### src/rtl/fll_ctrl_pkg.sv
// Shared types and helpers for the FLL tuning controller.
package fll_ctrl_pkg;

  // Controller states, in debug-encoding order.
  typedef enum logic [2:0] {
    ST_IDLE   = 3'd0,
    ST_COARSE = 3'd1,
    ST_FINE   = 3'd2,
    ST_LOCKED = 3'd3
  } fll_ctrl_st_t;

  // A sample whose magnitude is at or below this counts as "good".
  localparam logic [31:0] FLL_FINE_TH = 32'd1;

  // Absolute value as an unsigned 32-bit result; -2^31 maps to 2^31,
  // so the most negative input is always the largest magnitude.
  function automatic logic [31:0] abs32(input logic signed [31:0] i_d);
    logic [31:0] r_mag;
    r_mag = i_d;
    if (i_d[31]) begin
      r_mag = ~r_mag + 32'd1;
    end
    return r_mag;
  endfunction

endpackage

### src/rtl/fw_sat_add.sv
// Frequency-word adder: adds a signed increment to an unsigned word and
// clamps the result into [F_MIN, F_MAX]; flags whether the word moved.
module fw_sat_add #(
  parameter int             FW    = 32,
  parameter logic [FW-1:0]  F_MIN = '0,
  parameter logic [FW-1:0]  F_MAX = '1
) (
  input  logic [FW-1:0]        i_fw,
  input  logic signed [FW+33:0] i_inc,
  output logic [FW-1:0]        o_fw,
  output logic                 o_changed
);

  localparam int SW = FW + 34;

  logic signed [SW-1:0] w_sum;
  logic signed [SW-1:0] w_min;
  logic signed [SW-1:0] w_max;
  logic [FW-1:0]        w_res;

  // The wide signed sum can never overflow, so clamping is a plain compare.
  assign w_sum = $signed({34'd0, i_fw}) + i_inc;
  assign w_min = $signed({34'd0, F_MIN});
  assign w_max = $signed({34'd0, F_MAX});

  // Clamp the sum into the legal frequency-word range.
  always_comb begin
    w_res = w_sum[FW-1:0];
    if (w_sum < w_min) begin
      w_res = F_MIN;
    end else if (w_sum > w_max) begin
      w_res = F_MAX;
    end
  end

  assign o_fw      = w_res;
  assign o_changed = (w_res != i_fw);

endmodule

### src/rtl/fll_tune_ctrl.sv
// Closed-loop tuning controller: steers the NCO frequency word from FLL
// period-difference samples through coarse and fine acquisition to lock,
// then watches lock quality and reports loss of lock.
module fll_tune_ctrl
  import fll_ctrl_pkg::*;
#(
  parameter int            FW        = 32,
  parameter logic [FW-1:0] F_INIT    = 32'h0100_0000,
  parameter logic [FW-1:0] F_MIN     = '0,
  parameter logic [FW-1:0] F_MAX     = 32'hFFFF_FFFF,
  parameter int            GAIN_SH   = 4,
  parameter int            COARSE_TH = 8,
  parameter int            LOCK_CNT  = 8,
  parameter int            LOSS_CNT  = 4
) (
  input  logic               clk,
  input  logic               reset_l,
  input  logic               en,
  input  logic signed [31:0] delta,
  input  logic               delta_vld,
  input  logic               blok,
  output logic [FW-1:0]      fw,
  output logic               fw_vld,
  output logic [2:0]         st,
  output logic               locked,
  output logic               lost
);

  localparam int SW = FW + 34;
  localparam int GW = $clog2(LOCK_CNT + 1);
  localparam int BW = $clog2(LOSS_CNT + 1);

  localparam logic [GW-1:0] GOOD_TERM   = GW'(LOCK_CNT);
  localparam logic [BW-1:0] BAD_TERM    = BW'(LOSS_CNT);
  localparam logic [31:0]   COARSE_TH_W = 32'(COARSE_TH);

  fll_ctrl_st_t r_st;
  fll_ctrl_st_t w_nxt_st;
  logic [FW-1:0] r_fw;
  logic          r_fw_vld;
  logic          r_locked;
  logic          r_lost;
  logic [GW-1:0] r_good;
  logic [GW-1:0] w_nxt_good;
  logic [GW-1:0] w_good_inc;
  logic [BW-1:0] r_bad;
  logic [BW-1:0] w_nxt_bad;
  logic [BW-1:0] w_bad_inc;

  logic                 w_acc;
  logic [31:0]          w_abs;
  logic                 w_is_good;
  logic                 w_in_fine_range;
  logic signed [SW-1:0] w_coarse_inc;
  logic signed [SW-1:0] w_sign_inc;
  logic signed [SW-1:0] w_inc;
  logic                 w_upd;
  logic                 w_lost;
  logic [FW-1:0]        w_sum_fw;
  logic                 w_changed;

  // A sample only counts when qualified, not held off, and the loop is on.
  assign w_acc           = delta_vld & ~blok & en;
  assign w_abs           = abs32(delta);
  assign w_is_good       = (w_abs <= FLL_FINE_TH);
  assign w_in_fine_range = (w_abs <= COARSE_TH_W);

  // Coarse step is the gained delta; fine step is just its sign.
  assign w_coarse_inc = {{(SW-32){delta[31]}}, delta} <<< GAIN_SH;
  assign w_sign_inc   = delta[31] ? {SW{1'b1}} :
                        ((delta != '0) ? SW'(1) : '0);

  // Counters stick at their terminal values rather than wrapping.
  assign w_good_inc = (r_good == GOOD_TERM) ? r_good : r_good + GW'(1);
  assign w_bad_inc  = (r_bad  == BAD_TERM)  ? r_bad  : r_bad  + BW'(1);

  fw_sat_add #(
    .FW    (FW),
    .F_MIN (F_MIN),
    .F_MAX (F_MAX)
  ) u_fw_sat_add (
    .i_fw      (r_fw),
    .i_inc     (w_inc),
    .o_fw      (w_sum_fw),
    .o_changed (w_changed)
  );

  // Next-state, counter and correction decisions for the current cycle.
  always_comb begin
    w_nxt_st   = r_st;
    w_nxt_good = r_good;
    w_nxt_bad  = r_bad;
    w_upd      = 1'b0;
    w_inc      = '0;
    w_lost     = 1'b0;
    if (!en) begin
      w_nxt_st = ST_IDLE;
    end else begin
      unique case (r_st)
        ST_IDLE: begin
          w_nxt_st   = ST_COARSE;
          w_nxt_good = '0;
          w_nxt_bad  = '0;
        end
        ST_COARSE: begin
          if (w_acc) begin
            w_upd = 1'b1;
            w_inc = w_coarse_inc;
            if (w_in_fine_range) begin
              w_nxt_st   = ST_FINE;
              w_nxt_good = '0;
            end
          end
        end
        ST_FINE: begin
          if (w_acc) begin
            w_upd = 1'b1;
            w_inc = w_sign_inc;
            if (w_is_good) begin
              w_nxt_good = w_good_inc;
              if (w_good_inc == GOOD_TERM) begin
                w_nxt_st  = ST_LOCKED;
                w_nxt_bad = '0;
              end
            end else if (w_in_fine_range) begin
              w_nxt_good = '0;
            end else begin
              w_nxt_st = ST_COARSE;
            end
          end
        end
        ST_LOCKED: begin
          if (w_acc) begin
            w_upd = 1'b1;
            w_inc = w_sign_inc;
            if (w_is_good) begin
              w_nxt_bad = '0;
            end else begin
              w_nxt_bad = w_bad_inc;
              if (w_bad_inc == BAD_TERM) begin
                w_nxt_st   = ST_COARSE;
                w_nxt_good = '0;
                w_lost     = 1'b1;
              end
            end
          end
        end
        default: begin
          w_nxt_st = ST_IDLE;
        end
      endcase
    end
  end

  // State, counters and registered outputs.
  always_ff @(posedge clk or negedge reset_l) begin
    if (!reset_l) begin
      r_st     <= ST_IDLE;
      r_fw     <= F_INIT;
      r_fw_vld <= 1'b0;
      r_locked <= 1'b0;
      r_lost   <= 1'b0;
      r_good   <= '0;
      r_bad    <= '0;
    end else begin
      r_st     <= w_nxt_st;
      r_good   <= w_nxt_good;
      r_bad    <= w_nxt_bad;
      r_fw_vld <= w_upd & w_changed;
      r_locked <= (w_nxt_st == ST_LOCKED);
      r_lost   <= w_lost;
      if (w_upd) begin
        r_fw <= w_sum_fw;
      end
    end
  end

  assign fw     = r_fw;
  assign fw_vld = r_fw_vld;
  assign st     = r_st;
  assign locked = r_locked;
  assign lost   = r_lost;

endmodule

### config.mk
export PLATFORM = sky130hd
export DESIGN_NAME = fll_tune_ctrl
export DESIGN_NICKNAME = d
export VERILOG_FILES = /design/src/rtl/fll_ctrl_pkg.sv /design/src/rtl/fw_sat_add.sv /design/src/rtl/fll_tune_ctrl.sv
export SDC_FILE = /design/constraint.sdc
export NUM_CORES = 1
export LEC_CHECK = 0
export ABC_AREA = 1
export ABC_CLOCK_PERIOD_IN_PS = 3200
export CAP_MARGIN = 20
export CORE_ASPECT_RATIO = 0.75
export CORE_UTILIZATION = 53
export CTS_CLUSTER_SIZE = 30
export DETAILED_ROUTE_END_ITERATION = 8
export MAX_ROUTING_LAYER = met4
export PLACE_DENSITY = 0.82
export SLEW_MARGIN = 0
export SYNTH_ARGS = -nofsm -noshare
export SYNTH_HDL_FRONTEND = slang
export SYNTH_SLANG_ARGS = --single-unit
export TNS_END_PERCENT = 20
### constraint.sdc
create_clock -name clk -period 3.2 [get_ports clk]
set_clock_uncertainty 0.15 [all_clocks]
set_input_delay 0.48 -clock clk [delete_from_list [all_inputs] [get_ports clk]]
set_output_delay 0.48 -clock clk [all_outputs]
set_load 0.01 [all_outputs]
==> metrics.cfg, run 1 <==
[yosys]
synth_top_cell_area_share_pct = 21.7
async_reset_ff_share_pct = 100
synth_fp_nets = 1228
synth_seq_cells = 45
yosysWarningCount = 0
synth_area_leaders = nand2_1 22%, dfrtp_1 16%, nor2_1 7.3%, inv_1 7.0%, ha_1 6.9%
yosys.area.top_type = nand2_1
syn_area_per_cell_um2 = 5.85
synth_flop_cell = dfrtp_1
synth.distinct_cells = 52
post-synth-top-count-cell = nand2_1
synth_edf_count = 0
syn-cell-area_mm2 = 0.00674
synth_cells = 1153
ys_top_cells_by_count = 389 x nand2_1, 132 x nor2_1, 125 x inv_1, 83 x o21ai_0, 77 x nand3_1
yosysSeqAreaShare_pct = 16.7

[floorplanning]
start_util_pct = 54.6
die_x_um = 132
die_h_um = 99.7
rows = 35
io_pins = 75

[clock_network]
ctsHtreeMaxLevel = 2
holdBufCountCts = 0
cts_buffers = 5
clkSinkCount = 45
cts.path.max_buffers = 2
root_buffer = clkbuf_16

[timing]
crit_endpoint = fw_vld$_DFF_PN0_/D
worst_endpoint_kind = sequential cell input

[placement]
place_inst = 1669
port_buffers = 74
post-dp-hpwl_um = 22100
place.gp.congestion = 1.03

[outcome]
tool.error = [ERROR DPL-0038] Utilization greater than 100%, impossible to legalize
outcome = did not finish
haltStage = 5_1_grt

[global_route]
grt_max_degree = 66

## cells by family after synthesis
kind of cell	share of synthesized area (%)
adder cells (fa/ha/maj)	7.16
XOR/XNOR	6.89
flip-flops	16.7
other	0.0556
buffers and inverters	10.1
AO/OA/AOI/OAI	12.6
AND/OR/NAND/NOR	46.5
## timing repair
item	4_1_cts
endpoints found under the setup margin	44
setup buffers	72
gates cloned	7
resized for setup	202
pin swaps	58
## metrics by stage
stage	utilization [%]	TNS, ps	worst slack [ps]	hold slack [ps]	cell area (um^2)
2_1_floorplan	-	-9370	-690	34.4	6910
3_3_place_gp	81.2	-43240	-1720	356	10000
3_5_place_dp	81.2	-49880	-1870	369	10000
4_1_cts	92.6	-17920	-799	112	11400
==> run 2, diff against run 1 <==
--- a/config.mk
+++ b/config.mk
@@ -6,14 +6,11 @@
 export NUM_CORES = 1
 export LEC_CHECK = 0
 export ABC_AREA = 1
-export ABC_CLOCK_PERIOD_IN_PS = 3200
+export ABC_CLOCK_PERIOD_IN_PS = 4200
 export CAP_MARGIN = 20
-export CORE_ASPECT_RATIO = 0.75
-export CORE_UTILIZATION = 53
-export CTS_CLUSTER_SIZE = 30
+export CORE_UTILIZATION = 40
 export DETAILED_ROUTE_END_ITERATION = 8
-export MAX_ROUTING_LAYER = met4
-export PLACE_DENSITY = 0.82
+export PLACE_DENSITY_LB_ADDON = 0.15
 export SLEW_MARGIN = 0
 export SYNTH_ARGS = -nofsm -noshare
 export SYNTH_HDL_FRONTEND = slang
==> constraint.sdc (replaced) <==
create_clock -name clk -period 4.2 [get_ports clk]
set_clock_uncertainty 0.15 [all_clocks]
set_input_delay 0.63 -clock clk [delete_from_list [all_inputs] [get_ports clk]]
set_output_delay 0.63 -clock clk [all_outputs]
set_load 0.01 [all_outputs]
==> run 2 against run 1 <==
Against the previous run:
- the flow now finishes, with violations (setup timing)
- synthesized cell count did not move
- area after synthesis unchanged
==> metrics.cfg, run 2 <==
[finish]
final_cell_mix = 366 x nand2_1, 243 x buf_4, 119 x inv_1
syn_to_final_growth_pct = 52.0
postLayoutCellArea_mm2 = 0.0102
layoutNonFillerInstCount = 1681
largest_register_ffs = 32
regArea_mm2 = 0.00113
multi_input_area_mm2 = 0.00537
final_common_cell = nand2_1
fill_cells = 1591
drive_gt1_share_pct = 27.9
antenna_cells = 0
fin_nets = 1536

[worst_setup_path]
critical_path_buf_inv_count = 8
cp_max_fo = 23
cp-endpoint = fw_vld
critPathTopFamily = simple AND/OR/NAND/NOR gates
end_kind = register
reg2reg_slack_ps = 80
cp.depth = 29
crit_type = in2reg
r2r-start = st[1]
reg2reg_depth = 31
slowest_delay_ps = 410
rr_endpoint = fw_vld
start_kind = input pin
slowest_stage = clkdlybuf4s50_1
critical_path_arrival_ps = 4380
required_ps = 4210
crit_start = blok

[global_route]
grt_antenna_before_repair = 0
grt_max_degree = 66
grt_pass1_wl_um = 38600
grt_pass1_vias = 7718
grt_usage_pct = 28.3
overflow = 0

[outcome]
violations = setup timing
outcome = finished with violations  ; was did not finish

[worst_hold_path]
hold_class = in2async

[run]
maxCapViolCount = 0

[floorplanning]
die_x_um = 132  ; about the same
rows = 47  ; was 35
core_mm2 = 0.0165
start_util_pct = 40.8  ; was 54.6%
die_area_mm2 = 0.0174
die_h_um = 132  ; was 99.7 um
io_pins = 75  ; unchanged

[yosys]
synth_area_leaders = nand2_1 22%, dfrtp_1 16%, nor2_1 7.3%, inv_1 7.0%, ha_1 6.9%  ; unchanged
synth_flop_cell = dfrtp_1  ; unchanged
post-synth-top-count-cell = nand2_1  ; unchanged
yosysSeqAreaShare_pct = 16.7  ; unchanged
async_reset_ff_share_pct = 100  ; unchanged
yosys.area.top_type = nand2_1  ; unchanged
syn-cell-area_mm2 = 0.00674  ; unchanged
synth_edf_count = 0  ; unchanged
syn_area_per_cell_um2 = 5.85  ; unchanged
synth.distinct_cells = 52  ; unchanged
synth_seq_cells = 45  ; unchanged
ys_top_cells_by_count = 389 x nand2_1, 132 x nor2_1, 125 x inv_1, 83 x o21ai_0, 77 x nand3_1  ; unchanged
synth_top_cell_area_share_pct = 21.7  ; unchanged
synth_fp_nets = 1228  ; unchanged
yosysWarningCount = 0  ; unchanged
synth_cells = 1153  ; unchanged

[placement]
place.gp.congestion = 0.971  ; was 1.03
place_inst = 1644  ; was 1669
post-dp-hpwl_um = 19400  ; was 22100 um
port_buffers = 74  ; unchanged
placed_cell_area_mm2 = 0.00937  ; was 0.0100 mm^2
pre_cts_ws_ps = -878  ; was -1870 ps

[clock_network]
insertion_delay_ps = 300
cts_tree = done
clk_pin_slew_ps = 70
cts.path.max_buffers = 2  ; unchanged
clkSinkCount = 45  ; unchanged
root_buffer = clkbuf_16  ; unchanged
holdBufCountCts = 0  ; unchanged
cts_buffers = 5  ; unchanged
ctsHtreeMaxLevel = 2  ; unchanged

[power_and_ir_drop]
sw_frac_of_total_pct = 37.3
intPower_mw = 1.17
p_seq_share_pct = 29.0
cellPowerDensity_mw_per_mm2 = 182
pwr-share-clk_pct = 25.1
p_comb_share_pct = 45.9
power_switching_uw = 698
cellLeakagePower_nw = 5.40
vdd_drop_max_uv = 149

[routing]
via_count = 8485
drc_errors = 0
first_pass_iters = 5
antenna_left = 0
routed_wl_um = 24500
wire_per_inst_um = 14.6
drt_iter0_markers = 548
via_per_inst = 5.05

[timing]
maxSlewViolCount = 0
hold_violations = 0
worstMarginPinSlew_ps = 579
rsz0062_at_grt = yes
max_freq_ghz = 0.229
setup_viol = 1
finalCriticalPeriod_ps = 4370
max_slew_margin_pct = 61.2
fin_crit_sh_pct = 104
layout_setup_ws_ps = -173
fin_hold_ws_ps = 161

run 2: cells by family (layout without fill, tap and decap cells):
logic type      after synthesis  after routing  synth area share (%)
compound gates              151            151                  12.6
other cells                   1              1                0.0556
fa+ha+maj                    38             38                  7.16
buf+inv                     170            476                  10.1
xor+xnor                     53             53                  6.89
flops                        45             45                  16.7
simple gates                695            697                  46.5
run 2: layer usage:
layer	vias to the layer above	track usage, %	share of wire [%]
li1	4340	-	-
met1	3858	36.7	45
met2	242	47.9	47
met3	45	3.00	4.8
met4	0	11.2	3.6
met5	-	0	0
run 2: power by group through the flow:
| stage | Sequential [mW] | Combinational [mW] | Clock [mW] |
|---|---|---|---|
| final | 0.541 | 0.858 | 0.470 |
| after global routing | 0.548 | 0.947 | 0.492 |
| after CTS | 0.540 | 0.847 | 0.478 |
| after detailed placement | 0.544 | 0.799 | 0 |
| after global placement | 0.544 | 0.796 | 0 |
| after floorplan | 0.538 | 0.406 | 0 |
run 2: through the flow:
step                      setup TNS (ps)  power, mW  utilization (%)
after global routing                -455       1.99             62.0
after detailed placement          -11050       1.34             56.7
final                               -173       1.87             62.0
after CTS                          -76.3       1.87             61.4
after global placement             -9050       1.34             56.7
after floorplan                        0      0.944                -
run 2: worst min-delay path by stage:
| stage | startpoint | end | slack [ps] |
|---|---|---|---|
| floorplan | reset_l | fw[0] | 180 |
| global placement | r_bad[1] | r_bad[1] | 370 |
| detailed placement | r_bad[0] | r_bad[0] | 370 |
| CTS | reset_l | fw[20] | 170 |
| global route | reset_l | fw[20] | 190 |
| finish | reset_l | fw[20] | 160 |
run 2: worst reg2reg max path, delay by kind of cell, from the launching register on:
kind,cells,cell delay [ps]
buffers and inverters,7,830
adder cells (fa/ha/maj),1,290
AND/OR/NAND/NOR,22,2270
flip-flops,1,360
AO/OA/AOI/OAI,1,70
run 2: timing repair:
action                                 in CTS  in global routing
endpoints found under the hold margin       0                  0
cloned                                      4                  0
buffers inserted                           21                  5
setup endpoints to repair                  14                  5
gates resized for setup                   106                 26
pin swaps                                  38                 24
run 2: layout make-up:
type                       instances  area share, %
tap                              220           2.69
inverter                         141           5.26
multi-input combinational        940           52.4
timing repair buffer             328           27.1
sequential                        45           11.0
clock buffer                       5           1.22
clock inverter                     2          0.342
No activity file was read; power rests on OpenSTA's default activity.
